$ cat config.mk
export PLATFORM = sky130hd
export DESIGN_NAME = tl45_fetch_flat
export DESIGN_NICKNAME = d
export VERILOG_FILES = /design/src/rtl/tl45_fetch_if.sv /design/src/rtl/tl45_fetch.sv /design/src/flat_wrapper.sv
export SDC_FILE = /design/constraint.sdc
export NUM_CORES = 1
export LEC_CHECK = 0
export ABC_AREA = 1
export BUFFER_PORTS_ARGS = -buffer_cell sky130_fd_sc_hd__buf_2
export CAP_MARGIN = 30
export CORE_ASPECT_RATIO = 0.5
export CORE_UTILIZATION = 35
export DETAILED_ROUTE_END_ITERATION = 6
export HOLD_SLACK_MARGIN = 0.03
export PLACE_DENSITY = 0.6
export RECOVER_POWER = 50
export SETUP_SLACK_MARGIN = 0.15
export SLEW_MARGIN = 10
export SYNTH_ARGS = -nofsm -noshare
export SYNTH_HDL_FRONTEND = slang
export SYNTH_SLANG_ARGS = --single-unit
export TNS_END_PERCENT = 50
$ cat constraint.sdc
create_clock -name i_clk -period 3.05 [get_ports i_clk]
set_input_delay 0.305 -clock i_clk [delete_from_list [all_inputs] [get_ports i_clk]]
set_output_delay 0.305 -clock i_clk [all_outputs]
set_load 0.02 [all_outputs]
$ cat src/rtl/tl45_fetch_if.sv
// Instruction memory bus between the fetch stage (master) and instruction memory (slave).
//
// Handshake: req is a valid-style request. While req=1, addr is held stable up to
// and including the cycle in which ack=1. ack is a one-cycle completion strobe that
// is meaningful only while req=1, and data is valid only in that ack cycle. The
// master never withdraws a request before its ack; only reset can drop it. ack may
// already arrive in the first cycle of a request.
interface tl45_fetch_if;
   logic        req;
   logic [31:0] addr;
   logic        ack;
   logic [31:0] data;

   modport master (output req, output addr, input ack, input data);
   modport slave  (input req, input addr, output ack, output data);
endinterface

$ cat src/rtl/tl45_fetch.sv
// tl45 instruction fetch stage: fetches one word per request from instruction memory
// and feeds (pc, inst) to decode. It holds its output during a downstream stall,
// parks a word that arrives during a stall, and redirects on flush. A request made
// stale by a flush is waited out in DISCARD, because the bus never withdraws requests.
module tl45_fetch #(
   parameter logic [31:0] RESET_PC    = 32'h0000_0000,
   parameter logic [31:0] BUBBLE_INST = 32'hF000_0000
) (
   input  logic          i_clk,
   input  logic          i_reset,
   input  logic          i_pipe_stall,
   input  logic          i_pipe_flush,
   input  logic [31:0]   i_flush_pc,
   tl45_fetch_if.master  mem,
   output logic [31:0]   o_buf_pc,
   output logic [31:0]   o_buf_inst,
   output logic [1:0]    dbg_state
);

   typedef enum logic [1:0] {
      IDLE    = 2'd0,
      FETCH   = 2'd1,
      HOLD    = 2'd2,
      DISCARD = 2'd3
   } state_t;

   state_t      state_q, state_d;
   logic [31:0] pc_q, pc_d;
   logic [31:0] addr_q, addr_d;
   logic        req_q, req_d;
   logic [31:0] buf_pc_q, buf_pc_d;
   logic [31:0] buf_inst_q, buf_inst_d;
   logic [31:0] hold_pc_q, hold_pc_d;
   logic [31:0] hold_inst_q, hold_inst_d;

   // An ack only counts while a request is actually outstanding.
   logic ack;
   assign ack = mem.ack & req_q;

   // State register; reset overrides everything, including an outstanding request.
   always_ff @(posedge i_clk) begin
      if (i_reset) begin
         state_q     <= IDLE;
         pc_q        <= RESET_PC;
         addr_q      <= RESET_PC;
         req_q       <= 1'b0;
         buf_pc_q    <= 32'h0;
         buf_inst_q  <= BUBBLE_INST;
         hold_pc_q   <= 32'h0;
         hold_inst_q <= BUBBLE_INST;
      end else begin
         state_q     <= state_d;
         pc_q        <= pc_d;
         addr_q      <= addr_d;
         req_q       <= req_d;
         buf_pc_q    <= buf_pc_d;
         buf_inst_q  <= buf_inst_d;
         hold_pc_q   <= hold_pc_d;
         hold_inst_q <= hold_inst_d;
      end
   end

   // Next-state and next-output logic; flush takes priority over stall and ack.
   always_comb begin
      state_d     = state_q;
      pc_d        = pc_q;
      addr_d      = addr_q;
      req_d       = req_q;
      buf_pc_d    = buf_pc_q;
      buf_inst_d  = buf_inst_q;
      hold_pc_d   = hold_pc_q;
      hold_inst_d = hold_inst_q;

      if (i_pipe_flush) begin
         buf_pc_d   = 32'h0;
         buf_inst_d = BUBBLE_INST;
         pc_d       = i_flush_pc;
      end

      case (state_q)
         IDLE: begin
            state_d = FETCH;
            req_d   = 1'b1;
            addr_d  = i_pipe_flush ? i_flush_pc : pc_q;
         end

         FETCH: begin
            if (i_pipe_flush) begin
               if (ack) begin
                  // Returned word belongs to the old stream; restart at the target.
                  addr_d = i_flush_pc;
               end else begin
                  // Request must still complete; keep addr stable and wait it out.
                  state_d = DISCARD;
               end
            end else if (ack && !i_pipe_stall) begin
               buf_pc_d   = pc_q;
               buf_inst_d = mem.data;
               pc_d       = pc_q + 32'd1;
               addr_d     = pc_q + 32'd1;
            end else if (ack && i_pipe_stall) begin
               // Decode cannot take it now; park the word and stop requesting.
               hold_pc_d   = pc_q;
               hold_inst_d = mem.data;
               pc_d        = pc_q + 32'd1;
               req_d       = 1'b0;
               state_d     = HOLD;
            end else if (!i_pipe_stall) begin
               buf_pc_d   = 32'h0;
               buf_inst_d = BUBBLE_INST;
            end
         end

         HOLD: begin
            if (i_pipe_flush) begin
               req_d   = 1'b1;
               addr_d  = i_flush_pc;
               state_d = FETCH;
            end else if (!i_pipe_stall) begin
               buf_pc_d   = hold_pc_q;
               buf_inst_d = hold_inst_q;
               req_d      = 1'b1;
               addr_d     = pc_q;
               state_d    = FETCH;
            end
         end

         DISCARD: begin
            buf_pc_d   = 32'h0;
            buf_inst_d = BUBBLE_INST;
            if (ack) begin
               // Stale word dropped; the next request goes to the latest target.
               addr_d  = i_pipe_flush ? i_flush_pc : pc_q;
               state_d = FETCH;
            end
         end

         default: begin
            state_d = IDLE;
            req_d   = 1'b0;
         end
      endcase
   end

   assign mem.req    = req_q;
   assign mem.addr   = addr_q;
   assign o_buf_pc   = buf_pc_q;
   assign o_buf_inst = buf_inst_q;
   assign dbg_state  = state_q;

endmodule

$ cat src/flat_wrapper.sv
// flat-port wrapper written by rule: the top's interface ports become plain ports
module tl45_fetch_flat 
#(
   parameter logic [31:0] RESET_PC    = 32'h0000_0000,
   parameter logic [31:0] BUBBLE_INST = 32'hF000_0000
)
  (i_clk, i_reset, i_pipe_stall, i_pipe_flush, i_flush_pc, o_buf_pc, o_buf_inst, dbg_state, mem_req, mem_addr, mem_ack, mem_data);
  tl45_fetch_if mem_i ();
  input  logic i_clk;
  input  logic i_reset;
  input  logic i_pipe_stall;
  input  logic i_pipe_flush;
  input  logic [31:0] i_flush_pc;
  output logic [31:0] o_buf_pc;
  output logic [31:0] o_buf_inst;
  output logic [1:0] dbg_state;
  output wire logic [$bits(mem_i.req)-1:0] mem_req;
  output wire logic [$bits(mem_i.addr)-1:0] mem_addr;
  input wire logic [$bits(mem_i.ack)-1:0] mem_ack;
  input wire logic [$bits(mem_i.data)-1:0] mem_data;
  assign mem_req = mem_i.req;
  assign mem_addr = mem_i.addr;
  assign mem_i.ack = mem_ack;
  assign mem_i.data = mem_data;
  tl45_fetch #(.RESET_PC(RESET_PC), .BUBBLE_INST(BUBBLE_INST)) u_core (.i_clk(i_clk), .i_reset(i_reset), .i_pipe_stall(i_pipe_stall), .i_pipe_flush(i_pipe_flush), .i_flush_pc(i_flush_pc), .mem(mem_i), .o_buf_pc(o_buf_pc), .o_buf_inst(o_buf_inst), .dbg_state(dbg_state));
endmodule
==> results_dict.tcl, run 1 <==
set metrics [dict create \
    worstPathArrival_ns 3.06 \
    globalRouteOverflowTotal 0 \
    syn_avg_cell_area_um2 6.77 \
    ctsHoldBuffers 0 \
    drive_above_1_share 0.0899 \
    worstMarginPinSlew_ns 1.43 \
    status "complete, no violations" \
    synth_area_um2 9660 \
    required_ns 3.39 \
    io_pins 168 \
    port_buffers 167 \
    synth_cells 1427 \
    seqPwrFrac 0.479 \
    post-cts-setup-buffers 0 \
    slew_violations 0 \
    diodes 0 \
    slew_headroom 0.0481 \
    grt_pass1_vias 9006 \
    start_kind "flip-flop" \
    cp_max_fo 65 \
    synth_nets 1497 \
    hp-class "in -> reg" \
    drt-initial-drc-count 931 \
    combPwrFrac 0.137 \
    setup_tns_ns 0 \
    final_util 0.414 \
    cts_buffer_depth 2 \
    cts-buffers-inserted 17 \
    min_period_ns 2.71 \
    ys_ff_latch 195 \
    synth_enable_flop_cells 0 \
    place_congestion 0.904 \
    vias 9908 \
    ant_nets 0 \
    start_util 0.361 \
    yosysTopAreaCell "dfxtp_1" \
    fmax_ghz 0.369 \
    leakage_nw 4.46 \
    fillers 2913 \
    cts_htree_levels 4 \
    viasPerCell 5.22 \
    async_reset_ff_frac 0 \
    fp.dieW_um 237 \
    endpoint_kind "flip-flop" \
    synth-seq-area-share 0.404 \
    grt_max_degree 91 \
    antenna_found_initial 0 \
    cts_sinks 195 \
    power.density_nw_per_um2 519 \
    rsz0062_at_grt "false" \
    cts-root-buf "clkbuf_16" \
    ys_top_cells_by_area "dfxtp_1 40%, nand2_1 10%, o21ai_0 8.1%, a21oi_1 7.1%, nor2_1 6.4%" \
    die_h_um 119 \
    yosysWarningCount 0 \
    internal_power_mw 4.03 \
    dr.pass1.iters 7 \
    netSwitchingFraction 0.299 \
    worstSetupPathType "reg -> reg" \
    wire_per_inst_um 16.8 \
    hpwlAfterDp_um 22100 \
    max_cap_violations 0 \
    rows 42 \
    core_um2 26700 \
    drc 0 \
    yosysTopAreaCellShare 0.404 \
    peakVddDrop_v 0.000408 \
    nets 1604 \
    syn2layout_area_growth_pct 14.6 \
    final.setup_skew_ns 0.0114 \
    drt-total-wl_um 32000 \
    clockPowerShare 0.384 \
    ys_types 36 \
    clkTransAtPathRegs_ns 0.07 \
    grt_usage 0.230 \
    ys.flop_type "dfxtp_1" \
    die-area_um2 28300 \
    fin_crit_sh 0.889 \
    insertion_delay_ns 0.46 \
    setup-violations-final 0 \
    grt_pass1_wl_um 50800 \
    hold_viol 0 \
    cts_tree "built" \
    ctsResizeCount 0 \
    p_sw_mw 1.72 \
]
[placed cells by master, fill, tap and decap left out, types with 2 or more instances in the layout]
cell type and instances:
o21a_1 5, a311oi_1 2, o31ai_1 2, o2111ai_1 21, clkinv_2 3, nor2_4 2
inv_1 125, o211a_1 4, nand2_1 266, a31oi_1 41, nand2_2 6, nor2_2 3
o211ai_1 15, o21ai_1 39, clkbuf_16 17, clkinvlp_4 8, a21oi_1 137, buf_2 68
inv_2 9, nor2_1 163, xor2_1 11, o21ai_0 157, dfxtp_1 195, clkbuf_1 101
buf_4 14, nand3_1 111, nand4_1 6, clkbuf_8 2
[kinds of logic (layout without fill, tap and decap cells)]
family | Yosys count | in the layout | share of synthesized area
buffers and inverters | 233 | 353 | 0.0997
adder cells (fa/ha/maj) | 1 | 1 | 0.00129
flip-flops | 195 | 195 | 0.404
AND/OR/NAND/NOR | 561 | 561 | 0.241
AO/OA/AOI/OAI | 425 | 425 | 0.243
XOR/XNOR | 12 | 12 | 0.0109
[synth_stat cells, types with 7 or more instances]
library cell	instances
o21ai_0	157
o2111ai_1	21
nand3_1	111
clkbuf_1	48
nand2_1	266
xor2_1	11
o21ai_1	39
o211ai_1	15
a21oi_1	137
a31oi_1	41
nor2_1	164
buf_1	7
dfxtp_1	195
inv_1	125
inv_2	8
buf_2	34
[power by group through the flow]
stage / combinational, mW / clock, mW / sequential (mW)
4_1_cts: 0.811 / 2.25 / 2.75
5_1_grt: 0.877 / 2.36 / 2.76
6_report: 0.790 / 2.21 / 2.75
3_3_place_gp: 0.803 / 0 / 2.81
3_5_place_dp: 0.807 / 0 / 2.81
2_1_floorplan: 0.470 / 0 / 2.85
[critical path: stages, from the launching register on]
cell,delay [ns]
dfxtp_1,0.40
inv_2,0.36
nand2_2,0.32
nor2_4,0.33
inv_2,0.10
nor2_4,0.09
clkbuf_4,0.55
inv_2,0.24
nor2_1,0.15
nor2_1,0.06
[state kept, by name, indices dropped and copies added, names as in the netlist]
signal              flops
u_core.hold_inst_q     32
u_core.mem.addr        32
u_core.mem.req          1
u_core.o_buf_pc        32
u_core.o_buf_inst      32
u_core.pc_q            32
u_core.dbg_state        2
u_core.hold_pc_q       32
[stage by stage]
stage / area (um^2) / instances / hold slack (ns) / total power [mW] / setup slack, ns
6_report: 11100 / 1899 / 0.0856 / 5.75 / 0.339
4_1_cts: 11200 / 1899 / 0.0602 / 5.81 / 0.532
2_1_floorplan: 9660 / 1427 / 0.430 / 3.32 / 1.40
5_1_grt: 11100 / 1899 / 0.0803 / 6.00 / 0.160
3_3_place_gp: 10600 / 1867 / 0.451 / 3.61 / 0.561
3_5_place_dp: 10600 / 1867 / 0.453 / 3.61 / 0.500
[cell type report]
cell class / count / area (um^2) / share of cell area
sequential: 195 / 3900 / 0.353
inverter: 136 / 512 / 0.0462
clock inverter: 12 / 109 / 0.00983
tap: 352 / 440 / 0.0398
multi-input combinational: 999 / 4800 / 0.433
clock buffer: 20 / 457 / 0.0413
timing repair buffer: 185 / 853 / 0.0771
[per-layer routing]
layer	GRT usage	vias up	part of all wire
li1	-	4990	-
met1	0.338	4616	0.50
met2	0.339	271	0.42
met3	0.0438	31	0.060
met4	0.0621	0	0.016
met5	0	-	0
[worst paths after layout]
kind	slack (ns)	cells past startpoint	to	startpoint
worst max register to register	0.34	9	u_core.hold_pc_q[6]	u_core.dbg_state[1]
worst min-delay path	0.09	3	u_core.hold_inst_q[30]	mem_data[30]
worst min register to register	0.47	2	u_core.hold_inst_q[31]	u_core.hold_inst_q[31]
worst max-delay path	0.34	9	u_core.hold_pc_q[6]	u_core.dbg_state[1]
Note: power is estimated with default switching activity, not from simulation.
==> run 2: changes to the inputs <==
--- a/config.mk
+++ b/config.mk
@@ -10,6 +10,7 @@
 export CAP_MARGIN = 30
 export CORE_ASPECT_RATIO = 0.5
 export CORE_UTILIZATION = 35
+export CTS_CLUSTER_SIZE = 10
 export DETAILED_ROUTE_END_ITERATION = 6
 export HOLD_SLACK_MARGIN = 0.03
 export PLACE_DENSITY = 0.6
==> constraint.sdc (replaced) <==
create_clock -name i_clk -period 3.05 [get_ports i_clk]
set_input_delay 0 -clock i_clk [delete_from_list [all_inputs] [get_ports i_clk]]
set_output_delay 0 -clock i_clk [all_outputs]
set_load 0.02 [all_outputs]
==> run 2 against run 1 <==
  * Global-route usage rose by 0.17 points
  * Worst hold slack got worse by 0.035 ns
  * Largest power group unchanged
  * Final cell count rose by 3.4%
  * Count of clock-buffer cells in the layout fell by 1
  * Critical endpoint is now u_core.pc_q[2]
  * Critical path type unchanged
  * First-iteration DRC count fell by 11%
  * Power rose by 4.3%
==> results_dict.tcl, run 2 (synthesis gave the netlist of run 1 again) <==
set metrics [dict create \
    status "complete, no violations" \
    cts_sinks 195 \
    post-cts-setup-buffers 0 \
    wl_met1_um 16100 \
    diodes 0 \
    leakage_nw 4.78 \
    vias 10182 \
    place_ws_ns 0.687 \
    place_congestion 0.910 \
    drt-initial-drc-count 824 \
    die_h_um 119 \
    port_buffers 167 \
    mostFrequentLayoutCells "267 x nand2_1, 195 x dfxtp_1, 164 x nor2_1" \
    rows 42 \
    drc 0 \
    drt-total-wl_um 32300 \
    slew_headroom 0.0839 \
    fin_area_um2 11800 \
    holdPathStages 5 \
    viasPerCell 5.18 \
    hpwlAfterDp_um 22100 \
    drive_above_1_share 0.0856 \
    core_um2 26700 \
    hold_viol 0 \
    cts_htree_levels 4 \
    setup-violations-final 0 \
    fp.dieW_um 237 \
    worstSetupPathType "reg -> reg" \
    place_inst 1870 \
    wire_per_inst_um 16.4 \
    final_util 0.441 \
    final_common_cell "nand2_1" \
    nets 1669 \
    cts_buffer_depth 2 \
    hp-class "in -> reg" \
    highest_layer "met4" \
    met3WireLength_um 1790 \
    max_cap_violations 0 \
    globalRouteOverflowTotal 0 \
    start_kind "flip-flop" \
    peakVddDrop_v 0.000438 \
    clkTransAtPathRegs_ns 0.07 \
    final.setup_skew_ns 0.0101 \
    dpl_cell_area_um2 10700 \
    slew_violations 0 \
    fin_cells 1964 \
    power.density_nw_per_um2 508 \
    worstMarginPinSlew_ns 1.37 \
    total_power_mw 5.99 \
    start_util 0.361 \
    ant_nets 0 \
    fin_ws_ns 0.464 \
    die-area_um2 28300 \
    io_pins 168 \
    setup_tns_ns 0 \
    grt_usage 0.231 \
    cp_max_fo 37 \
    cts-buffers-inserted 17 \
    dr_wl_met2_um 13900 \
    grt_pass1_vias 9447 \
    endpoint_kind "flip-flop" \
    hold-worst-slack_ns 0.0510 \
    grt_max_degree 77 \
    dr.pass1.iters 5 \
    grt_pass1_wl_um 51300 \
    required_ns 3.35 \
    antenna_found_initial 0 \
    fin_crit_sh 0.848 \
    syn2layout_area_growth_pct 22.0 \
    worstPathArrival_ns 2.88 \
    fmax_ghz 0.387 \
    reg2reg_depth 8 \
    cts_tree "built" \
    insertion_delay_ns 0.45 \
    cts-root-buf "clkbuf_16" \
    rsz0062_at_grt "false" \
    min_period_ns 2.59 \
]
==> run 2: report_power, final <==
group / switching (mW) / total, mW / internal (mW)
Sequential: 0.103 / 2.75 / 2.65
Combinational: 0.582 / 0.856 / 0.274
Clock: 1.06 / 2.38 / 1.33
==> run 2: layout make-up <==
| class | instances | area [um^2] |
|---|---|---|
| fill | 2825 | 15000 |
| multi-input combinational | 999 | 4790 |
| sequential | 195 | 3900 |
| timing repair buffer | 250 | 1530 |
| inverter | 136 | 512 |
| clock buffer | 19 | 443 |
| tap | 352 | 440 |
| clock inverter | 13 | 171 |
==> run 2: layer usage <==
layer,track usage,vias to the layer above
li1,-,5121
met1,0.336,4724
met2,0.349,309
met3,0.0408,28
met4,0.0617,0
met5,0,-
==> run 2: repair_timing <==
item,4_1_cts,5_1_grt
endpoints found under the hold margin,119,0
hold buffers,62,0
gates resized for setup,0,0
==> run 2: path summary, 6_finish.rpt <==
kind                    startpoint               endpoint  slack (ns)
max reg2reg    u_core.dbg_state[1]         u_core.pc_q[2]        0.46
min                 i_flush_pc[15]    u_core.mem.addr[15]        0.05
min reg2reg  u_core.o_buf_inst[30]  u_core.o_buf_inst[30]        0.47
max            u_core.dbg_state[1]         u_core.pc_q[2]        0.46
==> run 2: worst max-delay path: stages, from the launching register on <==
cell      delay [ns]
dfxtp_1         0.49
inv_2           0.25
nand2_2         0.31
nor2_1          0.10
nand2_1         0.55
buf_4           0.45
o211ai_1        0.13
o21ai_0         0.10
nor2_1          0.05
